[src/rtl/seven_seg_scan.sv]
// Time-multiplexed 4-digit common-anode seven-segment driver with per-frame HH:MM snapshot,
// field blinking and anti-ghost gaps. Optional macro LEADING_ZERO_BLANK_EN blanks a zero hours-tens digit.
module seven_seg_scan #(
    parameter int unsigned CLK_HZ   = 100_000_000,
    parameter int unsigned SCAN_HZ  = 1000,
    parameter int unsigned BLINK_HZ = 2
) (
    input  logic       clk,
    input  logic       rst,
    input  logic [1:0] H1,
    input  logic [3:0] H2,
    input  logic [2:0] M1,
    input  logic [3:0] M2,
    input  logic [1:0] blink_sel,
    input  logic       dp_en,
    output logic [3:0] an,
    output logic [6:0] seg,
    output logic       dp,
    output logic       frame
);

    localparam int unsigned DIV  = CLK_HZ / SCAN_HZ;
    localparam int unsigned HALF = CLK_HZ / (2 * BLINK_HZ);
    localparam int unsigned PW   = (DIV > 1) ? $clog2(DIV) : 1;
    localparam int unsigned HW   = (HALF > 1) ? $clog2(HALF) : 1;
    localparam logic [PW-1:0] PCNT_LAST = PW'(DIV - 1);
    localparam logic [HW-1:0] BCNT_LAST = HW'(HALF - 1);

    // Snapshot layout {H1[1:0], H2[3:0], M1[2:0], M2[3:0]}
    localparam int unsigned SNAP_W = 13;

    // Segment patterns {g,f,e,d,c,b,a}, active-low; anything above 9 shows a dash.
    function automatic logic [6:0] seg_decode(input logic [3:0] val);
        logic [6:0] pat;
        case (val)
            4'd0:    pat = 7'b1000000;
            4'd1:    pat = 7'b1111001;
            4'd2:    pat = 7'b0100100;
            4'd3:    pat = 7'b0110000;
            4'd4:    pat = 7'b0011001;
            4'd5:    pat = 7'b0010010;
            4'd6:    pat = 7'b0000010;
            4'd7:    pat = 7'b1111000;
            4'd8:    pat = 7'b0000000;
            4'd9:    pat = 7'b0010000;
            default: pat = 7'b0111111;
        endcase
        return pat;
    endfunction

    // Pick one digit out of the snapshot and zero-extend it to 4 bits.
    function automatic logic [3:0] digit_sel(input logic [SNAP_W-1:0] snap, input logic [1:0] sel);
        logic [3:0] d;
        case (sel)
            2'd0:    d = snap[3:0];
            2'd1:    d = {1'b0, snap[6:4]};
            2'd2:    d = snap[10:7];
            2'd3:    d = {2'b00, snap[12:11]};
            default: d = 4'd0;
        endcase
        return d;
    endfunction

    // Active-low one-hot anode pattern for a digit index.
    function automatic logic [3:0] anode_of(input logic [1:0] sel);
        logic [3:0] a;
        case (sel)
            2'd0:    a = 4'b1110;
            2'd1:    a = 4'b1101;
            2'd2:    a = 4'b1011;
            2'd3:    a = 4'b0111;
            default: a = 4'b1111;
        endcase
        return a;
    endfunction

    logic [PW-1:0]     pcnt_r, pcnt_s;
    logic [HW-1:0]     bcnt_r, bcnt_s;
    logic              blink_phase_r, blink_phase_s;
    logic [1:0]        idx_r, idx_s;
    logic [SNAP_W-1:0] snap_r, snap_s;
    logic              started_r, started_s;
    logic              tick_s, wrap_s;

    logic [3:0]        an_r, an_s;
    logic [6:0]        seg_r, seg_s;
    logic              dp_r, dp_s;
    logic              frame_r, frame_s;

    logic [3:0]        digit_s;
    logic              blank_s;
    logic              lz_blank_s;

    // State and output registers; reset parks the scan on idx 3 so the first tick shows digit 0.
    always_ff @(posedge clk or negedge rst) begin
        if (!rst) begin
            pcnt_r        <= '0;
            bcnt_r        <= '0;
            blink_phase_r <= 1'b0;
            idx_r         <= 2'd3;
            snap_r        <= '0;
            started_r     <= 1'b0;
            an_r          <= 4'b1111;
            seg_r         <= 7'b1111111;
            dp_r          <= 1'b1;
            frame_r       <= 1'b0;
        end else begin
            pcnt_r        <= pcnt_s;
            bcnt_r        <= bcnt_s;
            blink_phase_r <= blink_phase_s;
            idx_r         <= idx_s;
            snap_r        <= snap_s;
            started_r     <= started_s;
            an_r          <= an_s;
            seg_r         <= seg_s;
            dp_r          <= dp_s;
            frame_r       <= frame_s;
        end
    end

    // Next-state: prescaler, digit index, blink timebase and once-per-frame snapshot.
    always_comb begin
        tick_s = (pcnt_r == PCNT_LAST);
        wrap_s = tick_s && (idx_r == 2'd3);

        if (tick_s) begin
            pcnt_s = '0;
            idx_s  = idx_r + 2'd1;
        end else begin
            pcnt_s = pcnt_r + PW'(1);
            idx_s  = idx_r;
        end

        if (bcnt_r == BCNT_LAST) begin
            bcnt_s        = '0;
            blink_phase_s = ~blink_phase_r;
        end else begin
            bcnt_s        = bcnt_r + HW'(1);
            blink_phase_s = blink_phase_r;
        end

        // Inputs are sampled only here, so a frame can never mix two different times.
        if (wrap_s) begin
            snap_s    = {H1, H2, M1, M2};
            started_s = 1'b1;
        end else begin
            snap_s    = snap_r;
            started_s = started_r;
        end
    end

    // Output decode: values loaded into the output registers on this edge.
    always_comb begin
        digit_s    = digit_sel(snap_s, idx_s);
        blank_s    = blink_phase_r &&
                     ((!idx_s[1] && blink_sel[0]) || (idx_s[1] && blink_sel[1]));
`ifdef LEADING_ZERO_BLANK_EN
        if ((idx_s == 2'd3) && (snap_s[12:11] == 2'd0)) begin
            lz_blank_s = 1'b1;
        end else begin
            lz_blank_s = 1'b0;
        end
`else
        lz_blank_s = 1'b0;
`endif

        // Nothing lights before the first snapshot; every tick gets a one-cycle dark gap.
        if (!started_s) begin
            an_s = 4'b1111;
        end else if (tick_s) begin
            an_s = 4'b1111;
        end else if (blank_s || lz_blank_s) begin
            an_s = 4'b1111;
        end else begin
            an_s = anode_of(idx_s);
        end

        if (started_s) begin
            seg_s = seg_decode(digit_s);
        end else begin
            seg_s = 7'b1111111;
        end

        if (started_s && (idx_s == 2'd2) && dp_en && !blink_phase_r) begin
            dp_s = 1'b0;
        end else begin
            dp_s = 1'b1;
        end

        frame_s = wrap_s;
    end

    assign an    = an_r;
    assign seg   = seg_r;
    assign dp    = dp_r;
    assign frame = frame_r;

endmodule

[config.mk]
export PLATFORM = sky130hd
export DESIGN_NAME = seven_seg_scan
export DESIGN_NICKNAME = d
export VERILOG_FILES = /design/src/rtl/seven_seg_scan.sv
export SDC_FILE = /design/constraint.sdc
export NUM_CORES = 1
export LEC_CHECK = 0
export ABC_AREA = 1
export CAP_MARGIN = 10
export CORE_UTILIZATION = 58
export DETAILED_ROUTE_END_ITERATION = 12
export PLACE_DENSITY_LB_ADDON = 0.3
export RECOVER_POWER = 50
export SYNTH_ARGS = -nofsm -noshare
export SYNTH_HDL_FRONTEND = slang
export SYNTH_SLANG_ARGS = --single-unit
[constraint.sdc]
create_clock -name clk -period 3.3 [get_ports clk]
set_clock_uncertainty 0.2 [all_clocks]
set_input_delay 0.825 -clock clk [delete_from_list [all_inputs] [get_ports clk]]
set_output_delay 0.825 -clock clk [all_outputs]
set_load 0.01 [all_outputs]
==> results of run 1 <==
cells by family (layout without fill, tap and decap cells):
| kind of cell | after synthesis | in the layout | synth area share, % |
|---|---|---|---|
| DFF | 72 | 72 | 48.1 |
| xor gates and xnor gates | 10 | 10 | 2.32 |
| AOI/OAI and AO/OA | 40 | 40 | 5.99 |
| and+or+nand+nor | 236 | 236 | 32.4 |
| adders and majority gates | 9 | 9 | 2.98 |
| buffers and inverters | 82 | 127 | 8.20 |
layout by cell type, fill, tap and decap left out, types with 3 or more instances in the layout:
cell               n
clkinv_2           3
a31oi_1            3
inv_1             73
dfstp_2           14
ha_1               9
clkdlybuf4s50_1   29
nor2_4             3
nand4_1           13
nor2_1            37
inv_2              5
o21ai_0           11
nand3_1           30
nor2_8             3
nor3_1             6
nand2_2            6
nand3_2            6
a21oi_1           17
nor2_2             5
xor2_1             9
nand2_4            6
nor4_1             4
dfrtp_1           58
nand2_1          108
clkbuf_8          11
power groups by stage:
stage / clock, mW / combinational (mW) / sequential [mW]
final: 0.795 / 0.0400 / 0.883
after global routing: 0.842 / 0.0456 / 0.882
after CTS: 0.804 / 0.0420 / 0.883
after detailed placement: 0 / 0.0417 / 0.899
after global placement: 0 / 0.0414 / 0.899
after floorplan: 0 / 0.000297 / 0.899
metrics by stage:
| step | worst slack (ns) | util (%) | hold WS (ns) | total power [mW] |
|---|---|---|---|---|
| 5_1_grt | 0.0937 | 69.8 | 0.278 | 1.77 |
| 6_report | 0.405 | 69.8 | 0.266 | 1.72 |
| 4_1_cts | 0.405 | 69.9 | 0.267 | 1.73 |
| 3_5_place_dp | 0.427 | 66.3 | 0.256 | 0.941 |
| 2_1_floorplan | 0.827 | - | 0.233 | 0.900 |
| 3_3_place_gp | 0.493 | 66.3 | 0.245 | 0.941 |
metal layers:
layer  global-route usage (%)  wire length [um]
met2                     39.0              3420
met3                     3.63               227
met5                        0                 0
met1                     30.4              3420
met4                     12.2               191
final timing paths:
path	from	to	slack (ns)
min in group asynchronous	rst	pcnt_r[1]	0.77
max in group asynchronous	rst	snap_r[12]	1.08
max	pcnt_r[0]	seg[3]	0.40
min reg2reg	bcnt_r[0]	bcnt_r[0]	0.27
min	bcnt_r[0]	bcnt_r[0]	0.27
max reg2reg	pcnt_r[0]	seg[3]	0.40
area by class of cell:
class / instances / area, um2 / share of cell area, %
tap: 77 / 96.3 / 2.19
clock buffer: 11 / 151 / 3.44
timing repair buffer: 31 / 314 / 7.13
inverter: 80 / 302 / 6.85
clock inverter: 5 / 78.8 / 1.79
sequential: 72 / 1820 / 41.3
multi-input combinational: 295 / 1640 / 37.3
sequential cells by signal, summed over array words and instances (netlist names):
name,cells
bcnt_r,25
pcnt_r,17
snap_r,13
seg,7
an,4
idx_r,2
blink_phase_r,1
dp,1
frame,1
started_r,1
critical path: cells and delay by family (launching register included):
family                     cells  cell delay, ns
and+or+nand+nor               10            1.44
adders and majority gates      2            0.41
DFF                            1            0.38
buffers and inverters          3            0.29
AOI/OAI and AO/OA              1            0.12
==> results.json, run 1 <==
{
  "start_util_pct": 59.9,
  "netlist_top_cells_count": "nand2_1 (108), inv_1 (73), dfrtp_1 (58)",
  "clk_pin_slew_ns": 0.08,
  "cts_made_buffers": 9,
  "synth_edf_count": 0,
  "n_antenna_cell": 0,
  "cts_resized": 0,
  "cp_common_cell": "inv_1",
  "fin_nets": 516,
  "synth_top_area_share_pct": 38.4,
  "worstMarginPinSlew_ns": 1.83,
  "hold_viol": 0,
  "fill_cells": 506,
  "die-area_mm2": 0.00685,
  "cp.arrival_ns": 2.97,
  "period_needed_ns": 2.90,
  "placed_cells": 555,
  "cts_max_path_buffers": 2,
  "switching_share_pct": 20.4,
  "io_buffers": 30,
  "fin_cells": 571,
  "ys_async_sr_fraction_pct": 100,
  "violations": "capacitance limit, slew limit",
  "path_class": "register to register",
  "dpl.hpwl_mm": 5.49,
  "whs_path_depth": 1,
  "cts_hold_buf": 0,
  "drtPass1Iterations": 4,
  "min_path_type": "register to register",
  "setup_viol": 0,
  "drv_cap": 1,
  "yosysTopAreaCell": "dfrtp_1",
  "htree_num_levels": 3,
  "root_buffer": "clkbuf_8",
  "drcViolationCount": 0,
  "yosysMostFrequentCell": "nand2_1",
  "antenna_found_initial": 0,
  "grtUsageTotal_pct": 23.8,
  "ys_seq_elements": 72,
  "layout-drive-gt1-share_pct": 14.6,
  "ant_nets": 0,
  "cts_tree": "built",
  "avgSynthCellArea_um2": 8.42,
  "syn_nets": 476,
  "intPower_mw": 1.37,
  "sequentialPowerShare_pct": 51.4,
  "vdd_drop_max_mv": 0.290,
  "clk_latency_ns": 0.35,
  "combPwrFrac_pct": 2.3,
  "cts_sinks": 72,
  "ys.flop_type": "dfrtp_1",
  "end_kind": "register",
  "cp_max_fo": 6,
  "max_stage_delay_ns": 0.38,
  "die_w_um": 82.8,
  "die-height_um": 82.8,
  "routed_wl_mm": 7.27,
  "grt_max_degree": 40,
  "p_clk_share_pct": 46.3,
  "drt_iter0_markers": 112,
  "num_rows": 29,
  "power_density_mw_per_mm2": 390,
  "setup_tns_ns": 0,
  "final_max_slew_viol_count": 34,
  "yosys_warnings": 0,
  "syn_inst": 449,
  "wire_per_inst_um": 12.7,
  "r2r_cells": 16,
  "p_leak_nw": 2.25,
  "required_ns": 3.37,
  "p_sw_uw": 350,
  "synth_area_leaders": "dfrtp_1 (38%), nand2_1 (11%), dfstp_2 (9.7%), inv_1 (7.2%), nand3_1 (4.0%)",
  "core_mm2": 0.00631,
  "slew_headroom_pct": -22.2,
  "start_kind": "register",
  "ys_seq_area_share_pct": 48.1,
  "status": "complete, but fails checks",
  "vias": 2956,
  "globalRouteOverflowTotal": 0,
  "fin_crit_sh_pct": 87.7,
  "max_freq_mhz": 345,
  "fin_area_mm2": 0.00440,
  "rsz0062_at_grt": "false",
  "synth_cell_type_count": 39,
  "ios": 31,
  "gp_congestion": 0.907,
  "place_area_mm2": 0.00419,
  "syn_to_final_growth_pct": 16.4,
  "worst_path_max_delay_cell": "dfrtp_1",
  "synth_area_mm2": 0.00378,
  "grt_pass1_vias": 2758,
  "grt_pass1_wl_mm": 12.1,
  "post_cts_buffers": 0,
  "cp_cell_sequence": "ha_1 -> nand3_2 -> inv_1 -> nand2_1 -> nor2_2 -> nand3_2 -> or2_0 -> o21ai_0 -> nor2_1 -> nor2_1 -> inv_1 -> ha_1 -> inv_1 -> nand4_1 -> nand3_1 -> nand3_1",
  "viasPerCell": 5.18
}
Power figures use the tool's default switching activity.
==> inputs of run 2 (changes only) <==
--- a/config.mk
+++ b/config.mk
@@ -6,7 +6,7 @@
 export NUM_CORES = 1
 export LEC_CHECK = 0
 export ABC_AREA = 1
-export CAP_MARGIN = 10
+export CAP_MARGIN = 20
 export CORE_UTILIZATION = 58
 export DETAILED_ROUTE_END_ITERATION = 12
 export PLACE_DENSITY_LB_ADDON = 0.3
==> results of run 2 <==
No change in the layout: final DEF, timing and power equal those of run 1.
